<file path="src/rtl/alu_writeback.sv">
// ALU writeback stage: captures ALU results, maintains the Z/N/C/V flags register
// and hands one buffered result to the register-file write port over valid/ready.
`ifndef WORD_SIZE
`define WORD_SIZE 8
`endif

package alu_writeback_pkg;
  typedef enum logic [3:0] {
    OP_ADD = 4'd0,
    OP_ADC = 4'd1,
    OP_SUB = 4'd2,
    OP_CMP = 4'd3,
    OP_AND = 4'd4,
    OP_OR  = 4'd5,
    OP_XOR = 4'd6,
    OP_INC = 4'd7,
    OP_DEC = 4'd8,
    OP_SHR = 4'd9,
    OP_SHL = 4'd10
  } opcode_t;
endpackage

module alu_writeback
  import alu_writeback_pkg::*;
#(
  parameter int WORD_SIZE  = `WORD_SIZE,
  parameter int REG_ADDR_W = 3
) (
  input  logic                  clk,
  input  logic                  rst,
  input  logic                  in_valid,
  output logic                  in_ready,
  input  opcode_t               opcode,
  input  logic [WORD_SIZE-1:0]  a,
  input  logic [WORD_SIZE-1:0]  b,
  input  logic [WORD_SIZE-1:0]  result,
  input  logic [REG_ADDR_W-1:0] dst,
  output logic                  carry_in,
  output logic [3:0]            flags,
  output logic                  wb_valid,
  input  logic                  wb_ready,
  output logic [REG_ADDR_W-1:0] wb_addr,
  output logic [WORD_SIZE-1:0]  wb_data
);

  localparam int W = WORD_SIZE;

  typedef enum logic {IDLE = 1'b0, FULL = 1'b1} state_t;

  state_t                state_q, state_d;
  logic [3:0]            flags_q, flags_d;
  logic [REG_ADDR_W-1:0] wb_addr_q, wb_addr_d;
  logic [W-1:0]          wb_data_q, wb_data_d;
  logic                  accept, drain;

  function automatic logic is_write_op(input opcode_t op);
    case (op)
      OP_ADD, OP_ADC, OP_SUB, OP_AND, OP_OR, OP_XOR,
      OP_INC, OP_DEC, OP_SHR, OP_SHL: return 1'b1;
      default:                        return 1'b0;
    endcase
  endfunction

  // Flags are packed {Z, N, C, V}; undefined opcodes return the old flags untouched.
  function automatic logic [3:0] next_flags(
    input opcode_t      op,
    input logic [W-1:0] a_i,
    input logic [W-1:0] b_i,
    input logic [W-1:0] res_i,
    input logic [3:0]   fl
  );
    logic [W:0]   sum;
    logic [W-1:0] r;
    logic [W-1:0] tmp;
    logic         c, v;
    int           sh;
    r   = res_i;
    c   = fl[1];
    v   = fl[0];
    sum = '0;
    tmp = '0;
    sh  = int'(b_i);
    case (op)
      OP_ADD: begin
        sum = {1'b0, a_i} + {1'b0, b_i};
        c   = sum[W];
        v   = (a_i[W-1] == b_i[W-1]) & (r[W-1] != a_i[W-1]);
      end
      OP_ADC: begin
        // The ALU result omits the carry, so every flag comes from the internal sum.
        sum = {1'b0, a_i} + {1'b0, b_i} + {{W{1'b0}}, fl[1]};
        r   = sum[W-1:0];
        c   = sum[W];
        v   = (a_i[W-1] == b_i[W-1]) & (r[W-1] != a_i[W-1]);
      end
      OP_SUB, OP_CMP: begin
        sum = {1'b0, a_i} - {1'b0, b_i};
        c   = sum[W];
        v   = (a_i[W-1] != b_i[W-1]) & (sum[W-1] != a_i[W-1]);
        if (op == OP_CMP) r = sum[W-1:0];
      end
      OP_AND, OP_OR, OP_XOR: begin
        c = 1'b0;
        v = 1'b0;
      end
      OP_INC: begin
        c = &a_i;
        v = (a_i == {1'b0, {(W-1){1'b1}}});
      end
      OP_DEC: begin
        c = (a_i == '0);
        v = (a_i == {1'b1, {(W-1){1'b0}}});
      end
      OP_SHR: begin
        v = 1'b0;
        if (sh > W) begin
          c = 1'b0;
        end else if (sh != 0) begin
          tmp = a_i >> (sh - 1);
          c   = tmp[0];
        end
      end
      OP_SHL: begin
        v = 1'b0;
        if (sh > W) begin
          c = 1'b0;
        end else if (sh != 0) begin
          tmp = a_i >> (W - sh);
          c   = tmp[0];
        end
      end
      default: return fl;
    endcase
    return {(r == '0), r[W-1], c, v};
  endfunction

  assign in_ready = (state_q == IDLE) | wb_ready;
  assign wb_valid = (state_q == FULL);
  assign accept   = in_valid & in_ready;
  assign drain    = wb_valid & wb_ready;
  assign flags    = flags_q;
  assign carry_in = flags_q[1];
  assign wb_addr  = wb_addr_q;
  assign wb_data  = wb_data_q;

  always_comb begin
    state_d   = state_q;
    flags_d   = flags_q;
    wb_addr_d = wb_addr_q;
    wb_data_d = wb_data_q;
    if (drain) state_d = IDLE;
    if (accept) begin
      flags_d = next_flags(opcode, a, b, result, flags_q);
      if (is_write_op(opcode)) begin
        wb_data_d = result;
        wb_addr_d = dst;
        state_d   = FULL;
      end
    end
  end

  // Register stage: rst wins over any handshake in the same cycle.
  always_ff @(posedge clk) begin
    if (rst) begin
      state_q   <= IDLE;
      flags_q   <= '0;
      wb_addr_q <= '0;
      wb_data_q <= '0;
    end else begin
      state_q   <= state_d;
      flags_q   <= flags_d;
      wb_addr_q <= wb_addr_d;
      wb_data_q <= wb_data_d;
    end
  end

endmodule
</file>
<file path="config.mk">
export PLATFORM = sky130hd
export DESIGN_NAME = alu_writeback
export DESIGN_NICKNAME = d
export VERILOG_FILES = /design/src/rtl/alu_writeback.sv
export SDC_FILE = /design/constraint.sdc
export NUM_CORES = 1
export LEC_CHECK = 0
export BUFFER_PORTS_ARGS = -buffer_cell sky130_fd_sc_hd__buf_2
export CELL_PAD_IN_SITES_DETAIL_PLACEMENT = 0
export CELL_PAD_IN_SITES_GLOBAL_PLACEMENT = 1
export CORE_ASPECT_RATIO = 0.8
export CORE_MARGIN = 8
export CORE_UTILIZATION = 40
export CTS_BUF_LIST = sky130_fd_sc_hd__clkbuf_16
export DETAILED_ROUTE_END_ITERATION = 16
export PLACE_DENSITY = 0.91
export RECOVER_POWER = 50
export SETUP_SLACK_MARGIN = 0.4
export SYNTH_ARGS = -nofsm -noshare
export SYNTH_HDL_FRONTEND = slang
export SYNTH_SLANG_ARGS = --single-unit
export TNS_END_PERCENT = 20
</file>
<file path="constraint.sdc">
create_clock -name clk -period 3.4 [get_ports clk]
set_input_delay 0.68 -clock clk [delete_from_list [all_inputs] [get_ports clk]]
set_output_delay 0.68 -clock clk [all_outputs]
set_load 0.01 [all_outputs]
</file>
==> out/results.txt, run 1 <==
layout cells sized above 1: 19.4%
Synth Cell Area: 2170 µm²
Yosys cell types: 67
Psw: 275 µW
switch share: 35.8%
Num Clock Sinks: 16
final non-filler cell total: 380
Avg Cell Area, Syn: 8.01 µm²
Async SR Flop Fraction: 0%
pwr dens: 308 nW/µm²
Tot Pwr: 768 µW
critical path class: input port to register
clk_lat worst skew: 0.24 ns
Slew HR: 63.1%
PortBufs: 52
CP Capture Type: register
Max Cap Viol: 0
core box area: 5350 µm²
Placer Congestion: 0.935
Crit path required time: 3.57 ns
GRT Total Usage: 15.2%
DP Wirelength: 5200 µm
H-tree depth: 1
Post CTS Setup Buffer Count: 0
DRT iter0 DRCs: 155
Placed Area: 2420 µm²
number of global-route vias before repair: 2175
Sequential Power Share: 27.0%
slew at the pin closest to its max-slew limit: 0.551 ns
Synth Register Bits: 16
vias per cell: 5.76
RSZ-0062 raised after global routing: yes
Syn. warnings: 0
routed wire length per instance: 16.4 µm
final hold vios: 0
HP Class: register to register
Tcrit/Tclk final: 86.7%
Die W: 98.3 µm
Finished Cell Area: 2500 µm²
Clock Power Share: 29.1%
Int Pwr: 493 µW
initial antenna violation count: 0
CTS clock-pin slew for the worst setup and hold paths: 0.05 ns
clk_skew: 0.00248 ns
Max Slew Vio Count: 0
Crit path arrival time: 3.12 ns
CTS max path bufs: 2
Die Y: 81.9 µm
cells along the critical path: buf_2 -> ha_1 -> fa_1 -> nor2b_2 -> o31ai_2 -> xnor2_1 -> and4b_1 -> a21oi_1 -> or4_1 -> o211ai_2
slowest CP cell: or4_1
EDFF count, synth: 0
fmax: 339 MHz
Critical Path Source Type: input port
syn_nets: 328
# nets final: 374
die area: 8050 µm²
Post-Syn Instances: 271
vias: 2190
Main synth FF type: dfxtp_1
first-pass GRT wire length: 10200 µm
status: finished clean
grt total ovfl: 0
VDD IR max: 0.000202 V
drt first pass iters: 4
hold slack final: 0.487 ns
antenna-violating nets left: 0
CP max FO: 8
Detailed Route WL: 6250 µm
DP Cell Count: 377
leakage power: 0.00109 µW
pin count of the biggest net entering global routing: 19
# rows: 24
area grow syn2layout: 15.1%
IO Count: 53
final setup fails: 0
Ant. Diodes: 0
crit path time final: 2.95 ns
root buf cell: clkbuf_16
cts bufs inserted: 3
Starting Density: 40.6%
DRC Markers: 0
setup TNS: 0 ns
CTS tree: done
slowest stage delay, CP: 0.52 ns
Comb power frac: 43.9%
post-synthesis sequential area ratio: 14.8%
cell families (layout without fill, tap and decap cells):
| family | count (synthesis) | count (layout) | synth area share, % |
|---|---|---|---|
| DFF | 16 | 16 | 14.8 |
| buffers and inverters | 32 | 76 | 8.42 |
| AOI/OAI and AO/OA | 64 | 64 | 21.3 |
| muxes | 20 | 20 | 10.4 |
| adders and majority gates | 22 | 22 | 13.4 |
| and+or+nand+nor | 101 | 101 | 24.6 |
| xor gates and xnor gates | 16 | 16 | 7.15 |
Yosys cell counts (3+ instances only):
cell type / n / area [µm²]
a21o_1: 3 / 22.5
o211ai_1: 4 / 30.0
nor3_1: 7 / 35.0
nor2b_1: 4 / 25.0
nor4_1: 7 / 43.8
buf_4: 6 / 45.0
xor2_1: 5 / 43.8
inv_1: 18 / 67.6
or4_1: 3 / 22.5
dfxtp_1: 16 / 320
a21oi_1: 11 / 55.1
a31oi_1: 6 / 37.5
o21a_1: 3 / 22.5
o31ai_1: 3 / 22.5
nand2_1: 11 / 41.3
o22ai_1: 4 / 25.0
nand3_1: 7 / 35.0
o21ai_0: 9 / 45.0
nand2b_1: 5 / 31.3
ha_1: 20 / 250
mux2i_1: 18 / 180
xnor2_1: 9 / 78.8
nor2_1: 33 / 124
nand4_1: 3 / 18.8
routing by layer:
metal | part of all wire (%) | wire [µm] | GRT usage [%] | vias up
li1 | - | - | - | 1085
met1 | 48 | 3010 | 21.1 | 1034
met2 | 45 | 2830 | 25.1 | 69
met3 | 6.2 | 389 | 2.62 | 2
met4 | 0.30 | 19 | 1.22 | 0
met5 | 0 | 0 | 0 | -
repair_timing:
action	4_1_cts	5_1_grt
gates resized for setup	0	4
hold buffers	0	0
endpoints found under the setup margin	0	4
endpoints found under the hold margin	0	0
per-stage QoR:
stage                     setup WS (ns)  util (%)
final                             0.452      46.7
after global routing              0.358      46.7
after CTS                         0.405      46.7
after detailed placement          0.163      45.3
after global placement            0.241      45.3
after floorplan                   0.527         -
cells in the final DEF, fill, tap and decap left out, types with 5 or more instances in the layout:
master / instances
a31oi_1: 6
ha_1: 20
inv_1: 18
xnor2_1: 7
nand3_1: 7
a21oi_1: 11
nor2_1: 33
buf_2: 35
o21ai_0: 9
dfxtp_1: 16
nand2b_1: 5
mux2i_1: 18
xor2_1: 5
clkbuf_1: 17
nor4_1: 7
nor3_1: 7
nand2_1: 11
worst paths after layout:
| path | from | to | depth (start not counted) | slack [ns] |
|---|---|---|---|---|
| max | b[0] | flags[0] | 10 | 0.45 |
| min | wb_addr[2] | wb_addr[2] | 2 | 0.49 |
| max reg2reg | flags[1] | flags[0] | 6 | 1.51 |
| min reg2reg | wb_addr[2] | wb_addr[2] | 2 | 0.49 |
worst max-delay path, delay by kind of cell:
kind | cells | cell delay, ns
AO/OA/AOI/OAI | 3 | 0.36
XOR/XNOR | 1 | 0.25
AND/OR/NAND/NOR | 3 | 1.00
adder cells (fa/ha/maj) | 2 | 0.68
buffers and inverters | 1 | 0.15
flip-flops by register name, indices dropped and copies added, names as in the netlist:
| name | count |
|---|---|
| flags | 4 |
| wb_addr | 3 |
| wb_data | 8 |
| wb_valid | 1 |
area by class of cell:
| type | count | area, µm² |
|---|---|---|
| repair buffers | 54 | 254 |
| fillers | 544 | 2850 |
| clock buffers | 3 | 75.1 |
| inverters | 19 | 73.8 |
| flip-flops and latches | 16 | 320 |
| multi-input cells | 223 | 1690 |
| well taps | 65 | 81.3 |
power groups by stage:
stage                     clock network, µW  registers [µW]  logic (µW)
after floorplan                           0             216         235
after global placement                    0             210         323
after detailed placement                  0             211         330
after CTS                               227             207         331
after global routing                    234             209         373
final                                   223             207         337
Power figures use the tool's default switching activity.
==> run 2, diff against run 1 <==
--- a/config.mk
+++ b/config.mk
@@ -5,15 +5,16 @@
 export SDC_FILE = /design/constraint.sdc
 export NUM_CORES = 1
 export LEC_CHECK = 0
+export ABC_AREA = 1
 export BUFFER_PORTS_ARGS = -buffer_cell sky130_fd_sc_hd__buf_2
 export CELL_PAD_IN_SITES_DETAIL_PLACEMENT = 0
 export CELL_PAD_IN_SITES_GLOBAL_PLACEMENT = 1
 export CORE_ASPECT_RATIO = 0.8
 export CORE_MARGIN = 8
-export CORE_UTILIZATION = 40
+export CORE_UTILIZATION = 36
 export CTS_BUF_LIST = sky130_fd_sc_hd__clkbuf_16
 export DETAILED_ROUTE_END_ITERATION = 16
-export PLACE_DENSITY = 0.91
+export PLACE_DENSITY = 0.89
 export RECOVER_POWER = 50
 export SETUP_SLACK_MARGIN = 0.4
 export SYNTH_ARGS = -nofsm -noshare
==> run 2 against run 1 <==
  * Setup slack improved by 0.37 ns
  * Sequential power barely moved
  * Critical path depth rose by 4
  * Synthesized cell count rose by 41%
  * Clock power rose by 3%
  * Critical path type unchanged
  * First-iteration DRC count rose by 27%
  * Combinational power fell by 6.8%
  * Via count rose by 14%
  * Global-route usage barely moved
  * Critical endpoint is now flags[1]
  * Die area rose by 10%
==> out/results.txt, run 2 <==
count leader, synth: nand2_1
Critical Path Source Type: input port
Num Clock Sinks: 16 (unchanged)
slowest stage delay, CP: 0.53 ns (about the same)
CP Capture Type: register
Syn. warnings: 0 (unchanged)
Detailed Route WL: 6670 µm (+6.8%)
HP Class: register to register
first-pass GRT wire length: 11100 µm (+8.4%)
Die Y: 85.8 µm (+4.8%)
Async SR Flop Fraction: 0% (unchanged)
Largest register FFs: 8 (unchanged)
post-layout util: 43.4% (-3.4 points)
drt first pass iters: 5 (+1)
Worst R2R End: flags[1]
vias per cell: 4.91 (-15%)
Post-Syn Instances: 381 (+41%)
cts bufs inserted: 3 (unchanged)
crit path time final: 2.58 ns (-0.366 ns)
# rows: 25 (+4.2%)
root buf cell: clkbuf_16
DRT iter0 DRCs: 197 (+27%)
pre-CTS setup slack: 0.564 ns (+0.401 ns)
Synth top area share: 15.6% (+0.82 points)
final setup fails: 0 (unchanged)
final hold vios: 0 (unchanged)
top cell family by delay on the critical path: adder cells
CTS tree: done
Placer Congestion: 0.894 (-4.4%)
Die W: 103 µm (+5.0%)
clk_skew: 0.00559 ns (+0.00311 ns)
Tcrit/Tclk final: 76.0% (-11 points)
Crit path required time: 3.58 ns (about the same)
slowest CP cell: fa_1
vias: 2506 (+14%)
post-synth top area cell: nand2_1
largest cells by area after synthesis: nand2_1 16%, dfxtp_1 15%, ha_1 11%, inv_1 10%, nand3_1 9.8%
Main synth FF type: dfxtp_1
pwr dens: 294 nW/µm² (-4.4%)
die area: 8860 µm² (+10%)
clk_lat worst skew: 0.25 ns (about the same)
RSZ-0062 raised after global routing: no
leakage power: 0.00137 µW (+25%)
VDD IR max: 0.000203 V (+0.23%)
CP max FO: 4 (-4)
slew at the pin closest to its max-slew limit: 0.370 ns (-0.181 ns)
number of global-route vias before repair: 2435 (+12%)
GRT Total Usage: 15.2% (about the same)
final non-filler cell total: 510 (+34%)
Yosys cell types: 36 (-46%)
R2R setup slack: 1.55 ns (+0.04 ns)
antenna-violating nets left: 0 (unchanged)
Hold Path End: flags[3]
Avg Cell Area, Syn: 5.75 µm² (-28%)
area grow syn2layout: 17.0%
grt total ovfl: 0 (unchanged)
syn_nets: 438 (+34%)
IO Count: 53 (unchanged)
initial antenna violation count: 0 (unchanged)
CTS clock-pin slew for the worst setup and hold paths: 0.05 ns (about the same)
cts hold-fix bufs: 0 (unchanged)
Synth Cell Area: 2190 µm² (+1.0%)
cts repair resizes: 0 (unchanged)
Worst Path Buf+Inv: 2 (+1)
Max Cap Viol: 0 (unchanged)
most frequent cells after synthesis: 91 x nand2_1, 59 x inv_1, 43 x nand3_1, 43 x nor2_1, 23 x o21ai_0
most used cell, CP: nand3_1
critical path class: input port to register
cells along the critical path: buf_2 -> ha_1 -> fa_1 -> ha_1 -> inv_1 -> nor2_1 -> nand3_1 -> nor2_1 -> nand3_1 -> o21ai_1 -> nand3_1 -> nand2_1 -> nand2_1 -> a21oi_1
Worst R2R Path Depth: 12 (+6)
fmax: 387 MHz (+14%)
Crit path arrival time: 2.77 ns (-0.35 ns)
pin count of the biggest net entering global routing: 14 (-5)
CTS max path bufs: 2 (unchanged)
Worst Hold Path Cells: 2 (unchanged)
DP Cell Count: 506 (+34%)
worst setup slack after layout: 0.817 ns (+0.366 ns)
hold slack final: 0.470 ns (-0.0170 ns)
H-tree depth: 1 (unchanged)
post-synthesis sequential area ratio: 14.6% (-0.15 points)
EDFF count, synth: 0 (unchanged)
Synth Register Bits: 16 (unchanged)
setup TNS: 0 ns (unchanged)
Max Slew Vio Count: 0 (unchanged)
layout cells sized above 1: 12.4% (-7.0 points)
R2R Path Start: flags[1]
PortBufs: 52 (unchanged)
commonest non-fill, non-tap cell in the layout: nand2_1
routed wire length per instance: 13.1 µm (-20%)
Hold Crit Start: flags[3]
# nets final: 487 (+30%)
Post CTS Setup Buffer Count: 0 (unchanged)
core box area: 5910 µm² (+11%)
status: finished clean
most frequent cells in the layout: 91 x nand2_1, 59 x inv_1, 43 x nor2_1, 43 x nand3_1, 35 x buf_2
Starting Density: 37.1% (-3.5 points)
DP Wirelength: 5670 µm (+9.0%)
DRC Markers: 0 (unchanged)
Ant. Diodes: 0 (unchanged)
Slew HR: 75.3% (+12 points)
-- run 2: cell types whose count changed after synthesis, sizes merged, moves of 6 or more --
cell,before,now
nor2,34,47
a21oi,12,22
nor4,7,1
nand2b,6,0
nand2,11,93
inv,19,62
nand3,7,44
mux2i,18,0
o21ai,10,25
nand4,3,12
xnor2,10,0
-- run 2: per-stage QoR --
stage	power [µW]	area (µm²)
CTS	758	2580
global placement	525	2510
floorplan	434	2190
finish	754	2560
global route	812	2560
detailed placement	528	2510
-- run 2: kinds of logic (layout without fill, tap and decap cells) --
kind of cell / Yosys count / after routing / share of synthesized area, %
buffers and inverters: 71 / 119 / 13.1
adder cells (fa/ha/maj): 22 / 22 / 13.2
AO/OA/AOI/OAI: 56 / 56 / 13.9
XOR/XNOR: 8 / 8 / 3.20
AND/OR/NAND/NOR: 208 / 208 / 41.9
flip-flops: 16 / 16 / 14.6
-- run 2: how the worst max path moves through the flow --
stage	startpoint	slack, ns	cells after the start	endpoint
3_5_place_dp	b[0]	0.56	14	flags[1]
2_1_floorplan	a[0]	0.90	14	flags[1]
4_1_cts	b[0]	0.81	14	flags[1]
6_report	b[0]	0.82	14	flags[1]
3_3_place_gp	b[0]	0.66	14	flags[3]
5_1_grt	b[0]	0.56	14	flags[1]
-- run 2: tightest hold or removal path, delay by kind of cell (launching register included) --
kind	cells	cell delay, ns
flops	1	0.31
simple gates	1	0.06
compound gates	1	0.06
-- run 2: report_power, final --
group | total (µW) | internal [µW] | switching, µW
registers | 209 | 202 | 7.31
clock network | 230 | 156 | 73.9
logic | 314 | 110 | 204
total | 754 | 468 | 286
-- run 2: layout make-up --
| cell class | instances | area (µm²) |
|---|---|---|
| clock inverter | 1 | 3.75 |
| clock buffer | 3 | 75.1 |
| sequential | 16 | 320 |
| timing repair buffer | 53 | 246 |
| multi-input combinational | 294 | 1580 |
| fill | 637 | 3350 |
| inverter | 62 | 233 |
| tap | 81 | 101 |
-- run 2: routing by layer --
| layer | up-vias | track usage (%) | part of all wire (%) | wire (µm) |
|---|---|---|---|---|
| met5 | - | 0 | 0 | 0 |
| met4 | 0 | 2.88 | 1.2 | 78 |
| met3 | 5 | 2.35 | 4.9 | 329 |
| met2 | 78 | 23.6 | 44 | 2920 |
| met1 | 1092 | 21.5 | 50 | 3350 |
| li1 | 1331 | - | - | - |
